File: src/rtl/updi_pkg.sv
// updi_pkg: shared states, result codes and the SYNCH byte for the UPDI link sequencer
package updi_pkg;
  typedef enum logic [2:0] {IDLE, SYNC, SEND, ECHO, RECV, BREAK, DONE} link_state_e;
  typedef enum logic [2:0] {
    ST_OK        = 3'd0,
    ST_ECHO_ERR  = 3'd1,
    ST_FRAME_ERR = 3'd2,
    ST_TIMEOUT   = 3'd3,
    ST_BREAK_OK  = 3'd4
  } status_e;
  localparam logic [7:0] UPDI_SYNCH = 8'h55;
endpackage

File: src/rtl/updi_link_ctrl_if.sv
// updi_link_ctrl_if: command, payload, response and UART-side signals of the link sequencer
interface updi_link_ctrl_if;
  logic       cmd_valid, cmd_ready, cmd_break;
  logic [3:0] cmd_tx_len, cmd_rx_len;
  logic [7:0] txb_data;
  logic       txb_valid, txb_ready;
  logic [7:0] rxb_data;
  logic       rxb_valid, done;
  logic [2:0] status;
  logic [7:0] u_tx_data, u_rx_data;
  logic       u_transmit_start, u_transmit_ready, u_rx_data_valid, u_rx_error;
  logic       break_active;
  modport master (
    output cmd_valid, cmd_tx_len, cmd_rx_len, cmd_break, txb_data, txb_valid,
           u_transmit_ready, u_rx_data, u_rx_data_valid, u_rx_error,
    input  cmd_ready, txb_ready, rxb_data, rxb_valid, done, status,
           u_tx_data, u_transmit_start, break_active
  );
  modport slave (
    input  cmd_valid, cmd_tx_len, cmd_rx_len, cmd_break, txb_data, txb_valid,
           u_transmit_ready, u_rx_data, u_rx_data_valid, u_rx_error,
    output cmd_ready, txb_ready, rxb_data, rxb_valid, done, status,
           u_tx_data, u_transmit_start, break_active
  );
endinterface

File: src/rtl/updi_timer.sv
// updi_timer: loadable down-counter; expired_o marks the last cycle before the count hits zero
module updi_timer #(
  parameter int W = 17
) (
  input  logic         clk,
  input  logic         rst_n,
  input  logic         load_i,
  input  logic [W-1:0] value_i,
  output logic         expired_o
);
  logic [W-1:0] cnt_q, cnt_d;
  always_comb cnt_d = load_i ? value_i : (cnt_q != '0 ? cnt_q - 1'b1 : cnt_q);
  always_ff @(posedge clk or negedge rst_n)
    if (!rst_n) cnt_q <= '0;
    else        cnt_q <= cnt_d;
  assign expired_o = cnt_q == W'(1);
endmodule

File: src/rtl/updi_link_ctrl.sv
// updi_link_ctrl: sends SYNCH + payload over a half-duplex UART, checks echoes,
// collects the response and forces BREAK recovery on any link fault
module updi_link_ctrl
  import updi_pkg::*;
#(
  parameter int TIMEOUT_CYCLES = 65536,
  parameter int BREAK_CYCLES   = 4096
) (
  input logic             clk,
  input logic             rst_n,
  updi_link_ctrl_if.slave bus
);
  localparam int TW = $clog2((TIMEOUT_CYCLES > BREAK_CYCLES ? TIMEOUT_CYCLES : BREAK_CYCLES) + 1);
  link_state_e state_q, state_d;
  status_e     status_q, status_d;
  logic [3:0]  tx_len_q, tx_len_d, rx_len_q, rx_len_d, tx_cnt_q, tx_cnt_d, rx_cnt_q, rx_cnt_d;
  logic [7:0]  tx_data_q, tx_data_d, rxb_data_q, rxb_data_d;
  logic        start_q, start_d, rxb_valid_q, rxb_valid_d;
  logic        tmr_load, tmr_exp;
  logic [TW-1:0] tmr_val;
  updi_timer #(.W(TW)) u_timer (
    .clk(clk), .rst_n(rst_n), .load_i(tmr_load), .value_i(tmr_val), .expired_o(tmr_exp)
  );
  // tx_data_q doubles as the expected echo byte
  always_comb begin
    state_d     = state_q;
    status_d    = status_q;
    tx_len_d    = tx_len_q;
    rx_len_d    = rx_len_q;
    tx_cnt_d    = tx_cnt_q;
    rx_cnt_d    = rx_cnt_q;
    tx_data_d   = tx_data_q;
    rxb_data_d  = rxb_data_q;
    start_d     = 1'b0;
    rxb_valid_d = 1'b0;
    case (state_q)
      IDLE: if (bus.cmd_valid) begin
        tx_len_d = bus.cmd_tx_len;
        rx_len_d = bus.cmd_rx_len;
        tx_cnt_d = '0;
        rx_cnt_d = '0;
        status_d = bus.cmd_break ? ST_BREAK_OK : ST_OK;
        state_d  = bus.cmd_break ? BREAK : SYNC;
      end
      SYNC: if (bus.u_transmit_ready) begin
        tx_data_d = UPDI_SYNCH;
        start_d   = 1'b1;
        state_d   = ECHO;
      end
      SEND: if (bus.txb_valid && bus.u_transmit_ready) begin
        tx_data_d = bus.txb_data;
        start_d   = 1'b1;
        tx_cnt_d  = tx_cnt_q + 4'd1;
        state_d   = ECHO;
      end
      ECHO: if (bus.u_rx_error) begin
        status_d = ST_FRAME_ERR;
        state_d  = BREAK;
      end else if (bus.u_rx_data_valid) begin
        if (bus.u_rx_data != tx_data_q) begin
          status_d = ST_ECHO_ERR;
          state_d  = BREAK;
        end else
          state_d = tx_cnt_q < tx_len_q ? SEND : (rx_len_q != '0 ? RECV : DONE);
      end else if (tmr_exp) begin
        status_d = ST_TIMEOUT;
        state_d  = BREAK;
      end
      RECV: if (bus.u_rx_error) begin
        status_d = ST_FRAME_ERR;
        state_d  = BREAK;
      end else if (bus.u_rx_data_valid) begin
        rxb_data_d  = bus.u_rx_data;
        rxb_valid_d = 1'b1;
        rx_cnt_d    = rx_cnt_q + 4'd1;
        if (rx_cnt_d == rx_len_q) state_d = DONE;
      end else if (tmr_exp) begin
        status_d = ST_TIMEOUT;
        state_d  = BREAK;
      end
      BREAK: if (tmr_exp) state_d = DONE;
      DONE: state_d = IDLE;
      default: state_d = IDLE;
    endcase
    // one timer serves the echo/response timeout and the BREAK length
    tmr_load = state_d != state_q || rxb_valid_d;
    tmr_val  = state_d == BREAK ? TW'(BREAK_CYCLES) : TW'(TIMEOUT_CYCLES);
  end
  always_ff @(posedge clk or negedge rst_n)
    if (!rst_n) begin
      state_q     <= IDLE;
      status_q    <= ST_OK;
      tx_len_q    <= '0;
      rx_len_q    <= '0;
      tx_cnt_q    <= '0;
      rx_cnt_q    <= '0;
      tx_data_q   <= '0;
      rxb_data_q  <= '0;
      start_q     <= 1'b0;
      rxb_valid_q <= 1'b0;
    end else begin
      state_q     <= state_d;
      status_q    <= status_d;
      tx_len_q    <= tx_len_d;
      rx_len_q    <= rx_len_d;
      tx_cnt_q    <= tx_cnt_d;
      rx_cnt_q    <= rx_cnt_d;
      tx_data_q   <= tx_data_d;
      rxb_data_q  <= rxb_data_d;
      start_q     <= start_d;
      rxb_valid_q <= rxb_valid_d;
    end
  assign bus.cmd_ready        = state_q == IDLE;
  assign bus.txb_ready        = state_q == SEND && bus.u_transmit_ready;
  assign bus.rxb_data         = rxb_data_q;
  assign bus.rxb_valid        = rxb_valid_q;
  assign bus.done             = state_q == DONE;
  assign bus.status           = status_q;
  assign bus.u_tx_data        = tx_data_q;
  assign bus.u_transmit_start = start_q;
  assign bus.break_active     = state_q == BREAK;
endmodule

File: src/flat_wrapper.sv
// flat-port wrapper written by rule: the top's interface ports become plain ports
module updi_link_ctrl_flat import updi_pkg::*;
#(
  parameter int TIMEOUT_CYCLES = 65536,
  parameter int BREAK_CYCLES   = 4096
)
  (clk, rst_n, bus_cmd_valid, bus_cmd_tx_len, bus_cmd_rx_len, bus_cmd_break, bus_txb_data, bus_txb_valid, bus_u_transmit_ready, bus_u_rx_data, bus_u_rx_data_valid, bus_u_rx_error, bus_cmd_ready, bus_txb_ready, bus_rxb_data, bus_rxb_valid, bus_done, bus_status, bus_u_tx_data, bus_u_transmit_start, bus_break_active);
  updi_link_ctrl_if bus_i ();
  input logic clk;
  input logic rst_n;
  input wire logic [$bits(bus_i.cmd_valid)-1:0] bus_cmd_valid;
  input wire logic [$bits(bus_i.cmd_tx_len)-1:0] bus_cmd_tx_len;
  input wire logic [$bits(bus_i.cmd_rx_len)-1:0] bus_cmd_rx_len;
  input wire logic [$bits(bus_i.cmd_break)-1:0] bus_cmd_break;
  input wire logic [$bits(bus_i.txb_data)-1:0] bus_txb_data;
  input wire logic [$bits(bus_i.txb_valid)-1:0] bus_txb_valid;
  input wire logic [$bits(bus_i.u_transmit_ready)-1:0] bus_u_transmit_ready;
  input wire logic [$bits(bus_i.u_rx_data)-1:0] bus_u_rx_data;
  input wire logic [$bits(bus_i.u_rx_data_valid)-1:0] bus_u_rx_data_valid;
  input wire logic [$bits(bus_i.u_rx_error)-1:0] bus_u_rx_error;
  output wire logic [$bits(bus_i.cmd_ready)-1:0] bus_cmd_ready;
  output wire logic [$bits(bus_i.txb_ready)-1:0] bus_txb_ready;
  output wire logic [$bits(bus_i.rxb_data)-1:0] bus_rxb_data;
  output wire logic [$bits(bus_i.rxb_valid)-1:0] bus_rxb_valid;
  output wire logic [$bits(bus_i.done)-1:0] bus_done;
  output wire logic [$bits(bus_i.status)-1:0] bus_status;
  output wire logic [$bits(bus_i.u_tx_data)-1:0] bus_u_tx_data;
  output wire logic [$bits(bus_i.u_transmit_start)-1:0] bus_u_transmit_start;
  output wire logic [$bits(bus_i.break_active)-1:0] bus_break_active;
  assign bus_i.cmd_valid = bus_cmd_valid;
  assign bus_i.cmd_tx_len = bus_cmd_tx_len;
  assign bus_i.cmd_rx_len = bus_cmd_rx_len;
  assign bus_i.cmd_break = bus_cmd_break;
  assign bus_i.txb_data = bus_txb_data;
  assign bus_i.txb_valid = bus_txb_valid;
  assign bus_i.u_transmit_ready = bus_u_transmit_ready;
  assign bus_i.u_rx_data = bus_u_rx_data;
  assign bus_i.u_rx_data_valid = bus_u_rx_data_valid;
  assign bus_i.u_rx_error = bus_u_rx_error;
  assign bus_cmd_ready = bus_i.cmd_ready;
  assign bus_txb_ready = bus_i.txb_ready;
  assign bus_rxb_data = bus_i.rxb_data;
  assign bus_rxb_valid = bus_i.rxb_valid;
  assign bus_done = bus_i.done;
  assign bus_status = bus_i.status;
  assign bus_u_tx_data = bus_i.u_tx_data;
  assign bus_u_transmit_start = bus_i.u_transmit_start;
  assign bus_break_active = bus_i.break_active;
  updi_link_ctrl #(.TIMEOUT_CYCLES(TIMEOUT_CYCLES), .BREAK_CYCLES(BREAK_CYCLES)) u_core (.clk(clk), .rst_n(rst_n), .bus(bus_i));
endmodule
File: config.mk
export PLATFORM = sky130hd
export DESIGN_NAME = updi_link_ctrl_flat
export DESIGN_NICKNAME = d
export VERILOG_FILES = /design/src/rtl/updi_pkg.sv /design/src/rtl/updi_link_ctrl_if.sv /design/src/rtl/updi_timer.sv /design/src/rtl/updi_link_ctrl.sv /design/src/flat_wrapper.sv
export SDC_FILE = /design/constraint.sdc
export NUM_CORES = 1
export LEC_CHECK = 0
export CAP_MARGIN = 20
export CORE_MARGIN = 2
export CORE_UTILIZATION = 25
export DETAILED_ROUTE_END_ITERATION = 10
export PLACE_DENSITY = 0.49
export SYNTH_ARGS = -nofsm -noshare
export SYNTH_HDL_FRONTEND = slang
export SYNTH_SLANG_ARGS = --single-unit
File: constraint.sdc
create_clock -name clk -period 5.19 [get_ports clk]
set_input_delay 1.038 -clock clk [delete_from_list [all_inputs] [get_ports clk]]
set_output_delay 1.038 -clock clk [all_outputs]
set_load 0.05 [all_outputs]
**Yosys cells after proc, flatten, opt, wreduce, memory -nomap -nowiden**

Index checks and enable logic that the tools add are counted.

- Add/sub/neg operators: 3
- $lt $le $gt $ge: 1
- Bitwise logic cells: 1
- Eq/ne operators: 18
- Multiplexer cells: 42
- Reduce and logical (&&, ||, !) cells: 17

Operators by type and width:

| cell | number |
|---|---|
| 2-to-1 mux 3 bit | 21 |
| 2-to-1 mux 17 bit | 3 |
| one-hot mux 3 bit (6 select lines) | 1 |
| == test 17 x 1 -> 1 bit, second input constant | 1 |
| nonzero test 17 bit | 1 |
| subtractor 17 x 1 -> 17 bit, second input constant | 1 |
| 2-to-1 mux 4 bit | 4 |
| 2-to-1 mux 8 bit | 2 |
| one-hot mux 4 bit (2 select lines) | 2 |
| one-hot mux 8 bit (2 select lines) | 1 |
| == test 3 bit, second input constant | 4 |
| one-hot mux 3 bit (3 select lines) | 1 |
| AND reduction 3 bit | 3 |
| adder 4 x 1 -> 4 bit, second input constant | 2 |
| inequality test 2 bit, second input constant | 4 |
| inequality test 8 bit | 1 |
| AND reduction 4 bit | 2 |
| nonzero test 2 bit | 4 |
| == test 3 x 2 -> 1 bit, second input constant | 2 |
| 2-to-1 mux 1 bit | 5 |
| == test 4 bit | 1 |
| less-than comparator 4 bit | 1 |
| inequality test 4 x 3 -> 1 bit, second input constant | 1 |
| nonzero test 4 bit | 1 |
| 12 further kinds | 13 |

- Flip-flop bits (word level): 57
- Input port bits: 32
- Word-level logic and storage cells: 93

**Longest topological paths before layout**

- Depth in word-level cells: 10
- Gate-level depth with buffers: 10

**Cells and area by module**

From an unflattened synthesis, not the netlist that was laid out.

- Cell total of the unflattened synthesis: 350
- Area, all modules: 3204.3 um^2

By module, submodules not included:

| module | times used | cells an instance | sequential area each (um^2) | area each (um^2) |
|---|---|---|---|---|
| updi_link_ctrl | 1 | 243 | 1001.0 | 2187.1 |
| updi_timer | 1 | 107 | 425.4 | 1017.2 |

**Worst setup path after synthesis**

Ideal clock, no wire load.

- Path type: reg2out
- From: register u_core.state_q[0]
- To: output bus_done
- Buffers on the path: 2
- Slack: 2171 ps
- Data arrival time: 1981 ps
- Cell stages (with the launch flop): 4
- Cell sequence: dfrtp_1 -> clkbuf_1 -> buf_1 -> nor3b_1

- Word-level cells in the longest chain between the ends: 1

Ends and longest elaborated chain:

| what | line | text |
|---|---|---|
| from (decl) | updi_link_ctrl.sv:14 | `link_state_e state_q, state_d;` |
| from (signal assigned) | updi_link_ctrl.sv:102 | `state_q <= state_d;` |
| == test 3 bit | updi_link_ctrl.sv:117 | `assign bus.done = state_q == DONE;` |
| to (decl) | flat_wrapper.sv:25 | `output wire logic [$bits(bus_i.done)-1:0] bus_done;` |

No other way between the ends.

**Worst setup path in the final report**

- From: input bus_u_transmit_ready
- To: output bus_txb_ready

- Word-level cells in the longest chain between the ends: 1

Ends and longest elaborated chain:

| what | line | text |
|---|---|---|
| from (decl) | flat_wrapper.sv:17 | `input wire logic [$bits(bus_i.u_transmit_ready)-1:0] bus_u_transmit_ready;` |
| logical AND 1 bit | updi_link_ctrl.sv:114 | `assign bus.txb_ready = state_q == SEND && bus.u_transmit_ready;` |
| to (decl) | flat_wrapper.sv:22 | `output wire logic [$bits(bus_i.txb_ready)-1:0] bus_txb_ready;` |

No other way between the ends.

==> results.tsv <==
stage	metric	value	unit
die	row cnt	41	
worst_setup_path	Worst EP required	4.15	ns
synth	most common cell in the netlist	nand2_1	
route	final wirelength	8130	µm
global_route	first-pass GRT wire length	13500	µm
synth	register area share after synthesis	45.0	%
cts	Sink Count	57	
placement	hpwl dp	5850	µm
die	area of the core	0.0125	mm²
cts	Post-CTS Hold Buffers	0	
worst_setup_path	crit start category	input port	
route	Initial DRC Count	88	
cts	H-tree Lvls	3	
route	Final ANT Viol Nets	0	
cts	Setup Buffers After CTS	0	
sta	final slew viol count	0	
global_route	All-Layer GR Usage	13.0	%
sta	fin crit period	3.70	ns
min_path	Hold Crit Start	u_core.bus.rxb_data[0]	
synth	area share of fa/ha/maj cells after synthesis	3.15	%
synth	XOR/XNOR Fraction of Synth Area	8.28	%
route	first-pass detailed-route iteration total	5	
synth	Synthesized Nets	387	
min_path	Worst Hold Path EP	u_core.bus.rxb_data[0]	
cts	clk_lat worst skew	0.33	ns
synth	fraction of the mapped netlist area in compound gates	12.6	%
cts	root buf cell	clkbuf_16	
route	Avg WL per Cell	14.0	µm
finish	multi-input logic area	0.00163	mm²
route	Vias/cell	4.49	
finish	Layout fillers	1309	
worst_setup_path	reg2reg start	u_core.u_timer.cnt_q[8]	
min_path	Worst Hold Path Cells	2	
synth	Yosys Warn Count	0	
worst_setup_path	CP arrival	2.66	ns
synth	largest cells by area after synthesis	dfrtp_1 (45%), nand2_1 (7.2%), xnor2_1 (6.1%), nor2_1 (3.8%), ha_1 (3.2%)	
finish	final std cells w/o fill	579	
sta	Fin. Hold Viols	0	
cts	clock buffer depth	2	
sta	final setup violation count	0	
synth	Synth Instances	347	
synth	multiplexer share of the synthesized area	0	%
sta	unrepaired setup endpoints after global routing	no	
finish	Design Area, Final	0.00425	mm²
worst_setup_path	Worst Reg-to-Reg Cells	6	
cts	CTS Buf Count	9	
synth	post-synthesis simple-gate area fraction	27.2	%
global_route	vias in the first global route	2716	
route	Residual DRC	0	
die	IO Count	57	
cts	post-cts resize count	0	
placement	gpl congestion	0.793	
sta	slew margin rel.	38.5	%
flow_run	Max Cap Viol	0	
min_path	hold crit path type	reg2reg	
pwr	peak supply drop	0.309	mV
worst_setup_path	reg2reg end	u_core.u_timer.cnt_q[13]	
synth	main combinational cell family by area after synthesis	simple AND/OR/NAND/NOR gates	
cts	CTS tree	built	
cts	clock-pin slew on the worst setup and hold paths	0.05	ns
die	full die area	0.0136	mm²
worst_setup_path	FF-to-FF setup slack	2.24	ns
synth	Netlist cell types	52	
synth	top cells by count, synth	nand2_1 (61), dfrtp_1 (57), nor2_1 (32)	
die	starting density of the core	25.3	%
global_route	initial antenna violation count	0	
sta	fmax	270	MHz
sta	clock skew	0.00934	ns
pwr	Power Density	644	mW/mm²
worst_setup_path	CP max FO	4	
route	Vias	2601	
pwr	Leak	1.79	nW
synth	top cell type by total area after synthesis	dfrtp_1	
synth	Primary FF master, synth	dfrtp_1	
finish	synth-to-layout area growth	33.9	%
sta	post-route clock period utilization	71.3	%
placement	dpl cell area	0.00388	mm²
synth	async set-or-reset flop fraction in the synthesized netlist	100	%
finish	final core occ	33.9	%
sta	slew at the pin closest to its max-slew limit	0.919	ns
global_route	GRT overflow	0	
die	Die Span Y	117	µm
die	chip width	117	µm
synth	top-area cell type share of the netlist area	45.0	%
global_route	pin count of the biggest net entering global routing	58	
worst_setup_path	crit path kind	in2out	
placement	post-placement worst setup slack	1.24	ns
synth	Synth Register Bits	57	
finish	NumNets Final	442	
outcome	run status	finished, final reports clean	
sta	final worst slack	1.49	ns
placement	placed cell count	562	
finish	Seq. cell area	0.00143	mm²
worst_setup_path	Worst Setup End Kind	primary output	
synth	mean post-synth cell area	9.14	µm²
finish	Ant. Diodes	0	
synth	Synth Cell Area	0.00317	mm²
finish	layout cells sized above 1	10.1	%
sta	sum of negative setup slack	0	ns
synth	number of synthesized flops with an enable pin	0	
placement	Port Buffers	56	
## worst max-delay path, stage by stage
cell and delay, ns:
clkdlybuf4s50_1 0.55, and3_1 0.24, clkdlybuf4s50_1 0.84
## kinds of logic (layout without fill, tap and decap cells)
group,count (synthesis),count (layout)
simple gates,168,168
compound gates,58,58
flops,57,57
xor+xnor,30,30
buf+inv,26,86
fa+ha+maj,8,8
## power breakdown
part	total [mW]	internal, mW	switching (mW)
clock	0.716	0.508	0.208
sequential	0.764	0.598	0.167
combinational	1.26	0.495	0.761
total	2.74	1.60	1.14
## routing by layer
layer | GRT usage (%) | part of all wire (%) | vias to the layer above
li1 | - | - | 1298
met1 | 16.0 | 46 | 1256
met2 | 21.9 | 48 | 35
met3 | 3.94 | 3.9 | 12
met4 | 4.39 | 1.6 | 0
met5 | 0 | 0 | -
## worst max-delay path by stage
stage / cells after the start / slack [ns] / endpoint / start
2_1_floorplan: 3 / 2.17 / bus_done / u_core.state_q[0]
3_5_place_dp: 8 / 1.24 / u_core.u_timer.cnt_q[1] / bus_u_rx_data[4]
6_report: 3 / 1.49 / bus_txb_ready / bus_u_transmit_ready
4_1_cts: 3 / 1.50 / bus_txb_ready / bus_u_transmit_ready
3_3_place_gp: 8 / 1.32 / u_core.u_timer.cnt_q[1] / bus_u_rx_data[6]
5_1_grt: 8 / 1.31 / u_core.u_timer.cnt_q[1] / bus_u_rx_data[7]
## per-stage QoR
stage / total power, mW / hold slack, ns
2_1_floorplan: 1.72 / 0.447
3_3_place_gp: 2.01 / 0.464
3_5_place_dp: 2.02 / 0.467
4_1_cts: 2.76 / 0.483
5_1_grt: 2.93 / 0.513
6_report: 2.74 / 0.478
## layout make-up
class | instances | share of cell area, %
multi-input cells | 264 | 38.3
flip-flops and latches | 57 | 33.6
clock buffers | 12 | 6.27
well taps | 172 | 5.06
clock inverters | 4 | 2.30
inverters | 12 | 1.06
repair buffers | 58 | 13.4
## flip-flops by register name, indices dropped and copies added, names as in the netlist
signal,count
u_core.bus.rxb_data,8
u_core.bus.rxb_valid,1
u_core.bus.status,3
u_core.bus.u_transmit_start,1
u_core.bus.u_tx_data,8
u_core.rx_cnt_q,4
u_core.rx_len_q,4
u_core.state_q,3
u_core.tx_cnt_q,4
u_core.tx_len_q,4
u_core.u_timer.cnt_q,17
## placed cells by master (no fill, tap or decap), types with 4 or more instances in the layout
| cell | netlist | layout |
|---|---|---|
| nor4_1 | 7 | 7 |
| nand3_1 | 9 | 9 |
| nand4_1 | 5 | 5 |
| nand2_1 | 61 | 61 |
| xor2_1 | 8 | 8 |
| and2_1 | 5 | 5 |
| xnor2_1 | 22 | 22 |
| nor2_1 | 32 | 32 |
| o21ai_0 | 20 | 20 |
| nand3b_1 | 4 | 4 |
| nand2b_1 | 9 | 9 |
| nor3_1 | 6 | 6 |
| ha_1 | 8 | 8 |
| clkbuf_16 | 0 | 9 |
| dfrtp_1 | 57 | 57 |
| nor2_2 | 10 | 10 |
| clkdlybuf4s50_1 | 0 | 55 |
| inv_1 | 12 | 12 |
| a21oi_1 | 13 | 13 |
| and3_1 | 5 | 5 |
(Power assumes the default switching activity.)
==> RTL edit 1 (same settings) <==
Re-encode `link_state_e` (7 states) as one-hot, 7 bits wide.
--- a/src/rtl/updi_pkg.sv
+++ b/src/rtl/updi_pkg.sv
@@ -1,6 +1,6 @@
 // updi_pkg: shared states, result codes and the SYNCH byte for the UPDI link sequencer
 package updi_pkg;
-  typedef enum logic [2:0] {IDLE, SYNC, SEND, ECHO, RECV, BREAK, DONE} link_state_e;
+  typedef enum logic [6:0] {IDLE = 7'b0000001, SYNC = 7'b0000010, SEND = 7'b0000100, ECHO = 7'b0001000, RECV = 7'b0010000, BREAK = 7'b0100000, DONE = 7'b1000000} link_state_e;
   typedef enum logic [2:0] {
     ST_OK        = 3'd0,
     ST_ECHO_ERR  = 3'd1,
Function: no difference found for any inputs over 10 cycles, from zero or initial values and one cycle with rst_n low; not proved beyond that.
==> RTL edit 1 against the unedited design <==
  * Setup slack better by 16 ps
  * Critical path depth unchanged
  * Synthesized area grew 5.7%
  * Combinational power decreased by 17%
  * Routed wire length is 4.6% higher
  * Cell count up 3.6%
  * Non-clock buffer count up 1
  * Design area grew 4.1%
  * Register-to-register slack improved by 240 ps
  * Sequential cell count increased by 4
  * Power fell by 9.9%
==> RTL edit 1: results (changes against the unedited design) <==
metric	value	unit	change
status	completed		
grt_pass1_vias	2747		+1.1%
hpwl	6190	um	+5.8%
dp_cells	584		+3.9%
layout.nonclk_buf_share	13.1	%	-0.36 points
place_area	4080	um^2	+5.2%
synth_top_cells_by_area	dfrtp_1 (45%), nand2_1 (6.8%), xnor2_1 (6.3%), nor2_1 (3.9%), ha_1 (3.0%)		
crit_fanout	7		+3
grt.total_usage	12.8	%	-0.23 points
drive_gt1_share	8.02	%	-2.1 points
netlist_instances	361		+4.0%
syn-cell-area	3350	um^2	+5.7%
seq_share	34.5	%	+0.96 points
ir_worst_vdd	267	uV	-14%
via_per_inst	4.69		+4.4%
yosysSeqAreaShare	45.6	%	+0.61 points
routed_wl	8500	um	+4.6%
drt-initial-drc-count	110		+25%
place_ws	1500	ps	+258 ps
power.leakage	1.91	nW	+6.5%
cts_buffer_depth	2		unchanged
clock-sinks	61		+7.0%
wire_per_inst	14.2	um	+0.89%
clkbuf_count	13		+1
multi_input_area	1680	um^2	+3.3%
gp_congestion	0.795		+0.30%
grt_start_max_net_pins	43		-26%
grt_pass1_wl	14200	um	+5.1%
insertion_delay	330	ps	about the same
synth.distinct_cells	56		+7.7%
multiInputCombCellCount	269		+1.9%
cts_max_level	3		unchanged
crit_arrival	2650	ps	about the same
first_pass_iters	4		-1
synth_common_cells	nand2_1 (61), dfrtp_1 (60), nor2_1 (35)		
nets	459		+3.8%
p_per_area	557	nW/um^2	-13%
syn_nets	401		+3.6%
inverters	19		+7
fin_worst_skew	4.35	ps	-4.99 ps
fillers	1356		+3.6%
num-nonclk-buffers	59		+1.7%
slew_headroom	32.5	%	-6.0 points
clk_share	7.81	%	-0.76 points
-- RTL edit 1: cell types whose count changed after synthesis, sizes merged, moves of 5 or more --
cell | before | now
nand3 | 9 | 16
inv | 12 | 19
nor2 | 42 | 35
o21ai | 21 | 16
or3 | 1 | 8
nor4 | 8 | 13
-- RTL edit 1: path summary, 6_finish.rpt --
path | slack, ps | start | to | cells after the start
max in group asynchronous | 3610 | rst_n | u_core.tx_len_q[0] | 2
worst min register to register | 480 | u_core.tx_len_q[0] | u_core.tx_len_q[0] | 2
min in group asynchronous | 650 | rst_n | u_core.u_timer.cnt_q[4] | 1
worst max register to register | 2480 | u_core.state_q[5] | u_core.bus.status[1] | 5
worst max-delay path | 1500 | bus_u_transmit_ready | bus_txb_ready | 3
worst min-delay path | 480 | u_core.tx_len_q[0] | u_core.tx_len_q[0] | 2
-- RTL edit 1: kinds of logic (layout without fill, tap and decap cells) --
kind of cell,Yosys count,after routing,synth area share [%]
AOI/OAI and AO/OA,57,57,12.2
xor gates and xnor gates,29,29,7.57
adders and majority gates,8,8,2.99
buffers and inverters,31,94,4.29
DFF,61,61,45.6
muxes,3,3,1.08
and+or+nand+nor,172,172,26.3
-- RTL edit 1: layer usage --
| metal | up-vias | part of all wire, % | track usage [%] |
|---|---|---|---|
| met5 | - | 0 | 0 |
| met4 | 0 | 1.9 | 5.96 |
| met3 | 13 | 5.8 | 3.61 |
| met2 | 73 | 43 | 18.6 |
| met1 | 1350 | 49 | 17.5 |
| li1 | 1377 | - | - |
-- RTL edit 1: critical path, stage by stage --
cell,delay (ps)
clkdlybuf4s50_1,610
and3_1,200
clkdlybuf4s50_1,800
-- RTL edit 1: power breakdown --
group	switching, W	internal (W)
Sequential	0.000134	0.000605
Combinational	0.000601	0.000436
Clock	0.000217	0.000472
Total	0.000953	0.00151
==> RTL edit 2 (config.mk and constraints unchanged) <==
Made on the original files. `BREAK_CYCLES` is set to 4096 in 2 places; all go to 16384.
--- a/src/rtl/updi_link_ctrl.sv
+++ b/src/rtl/updi_link_ctrl.sv
@@ -4,7 +4,7 @@
   import updi_pkg::*;
 #(
   parameter int TIMEOUT_CYCLES = 65536,
-  parameter int BREAK_CYCLES   = 4096
+  parameter int BREAK_CYCLES   = 16384
 ) (
   input logic             clk,
   input logic             rst_n,
--- a/src/flat_wrapper.sv
+++ b/src/flat_wrapper.sv
@@ -2,7 +2,7 @@
 module updi_link_ctrl_flat import updi_pkg::*;
 #(
   parameter int TIMEOUT_CYCLES = 65536,
-  parameter int BREAK_CYCLES   = 4096
+  parameter int BREAK_CYCLES   = 16384
 )
   (clk, rst_n, bus_cmd_valid, bus_cmd_tx_len, bus_cmd_rx_len, bus_cmd_break, bus_txb_data, bus_txb_valid, bus_u_transmit_ready, bus_u_rx_data, bus_u_rx_data_valid, bus_u_rx_error, bus_cmd_ready, bus_txb_ready, bus_rxb_data, bus_rxb_valid, bus_done, bus_status, bus_u_tx_data, bus_u_transmit_start, bus_break_active);
   updi_link_ctrl_if bus_i ();
Behaviour: same outputs for any inputs over 10 cycles, from zero or initial values and one cycle with rst_n low; that may be too few to reach the edited logic, so the function may still have changed.
==> RTL edit 2 against the unedited design <==
  * Fmax about the same
  * Count of clock-buffer cells in the layout decreased by 2
  * Setup slack improved by 2.7 ps
  * Routed wire length increased by 0.28%
  * Power decreased by 7.0%
  * Clock power decreased by 16%
  * Die area increased by 4.1%
  * Sequential cell count unchanged
  * Synthesized area increased by 4.2%
  * Cell count increased by 2.6%
  * Design area increased by 0.94%
  * Global-route usage decreased by 0.96 points
==> RTL edit 2: results (changes against the unedited design) <==
metric	value	unit	change
grtUsageMet2	19.5	%	-2.4 points
nets	453		+2.5%
syn_area_per_cell	9.24	um^2	+1.0%
drive_gt1_share	9.81	%	-0.27 points
place_area	3980	um^2	+2.7%
min_to	u_core.tx_len_q[0]		
rr_endpoint	u_core.u_timer.cnt_q[1]		
drt-initial-drc-count	137		+56%
muxShareOfSynthArea	0.605	%	+0.61 points
worst_pin_slew	863	ps	-55.9 ps
fin_worst_skew	9.55	ps	+0.207 ps
met1_usage	16.0	%	-0.024 points
whs	478	ps	+0.222 ps
grt_pass1_wl	13700	um	+0.97%
min_from	u_core.tx_len_q[0]		
synth_common_cells	nand2_1 (60), dfrtp_1 (57), nor2_1 (43)		
synthXorXnorAreaFrac	7.95	%	-0.34 points
grt.total_usage	12.1	%	-0.96 points
status	completed		
r2r_start	u_core.state_q[0]		
synth.distinct_cells	59		+13%
power.leakage	1.84	nW	+2.9%
yosysSeqAreaShare	43.1	%	-1.8 points
first_pass_iters	4		-1
synthAdderAreaFrac	3.03	%	-0.13 points
synth_compound_area_share	10.7	%	-1.9 points
[RTL edit 2: cell count changes in the layout (fill, tap and decap cells not counted), sizes merged, moves of 4 or more]
cell,delta
nand2b,-7
nand3,+13
nor3b,+4
xnor2,-12
xor2,+12
[RTL edit 2: power breakdown]
part	total, W	leakage [nW]	internal [W]	switching, W
registers	0.000771	0.728	0.000595	0.000176
logic	0.00117	0.975	0.000474	0.000699
clock network	0.000603	0.141	0.000385	0.000218
[RTL edit 2: cell type report]
| cell class | instances | area, um^2 | share of cell area (%) |
|---|---|---|---|
| sequential | 57 | 1430 | 33.3 |
| multi-input combinational | 274 | 1720 | 40.1 |
| timing repair buffer | 57 | 563 | 13.1 |
| tap | 176 | 220 | 5.13 |
| clock buffer | 10 | 239 | 5.57 |
| inverter | 14 | 52.6 | 1.23 |
| clock inverter | 6 | 66.3 | 1.55 |
[RTL edit 2: tightest hold or removal path: cells and delay by family, from the launching register on]
family / cells / cell delay [ps]
simple gates: 2 / 110
flops: 1 / 340
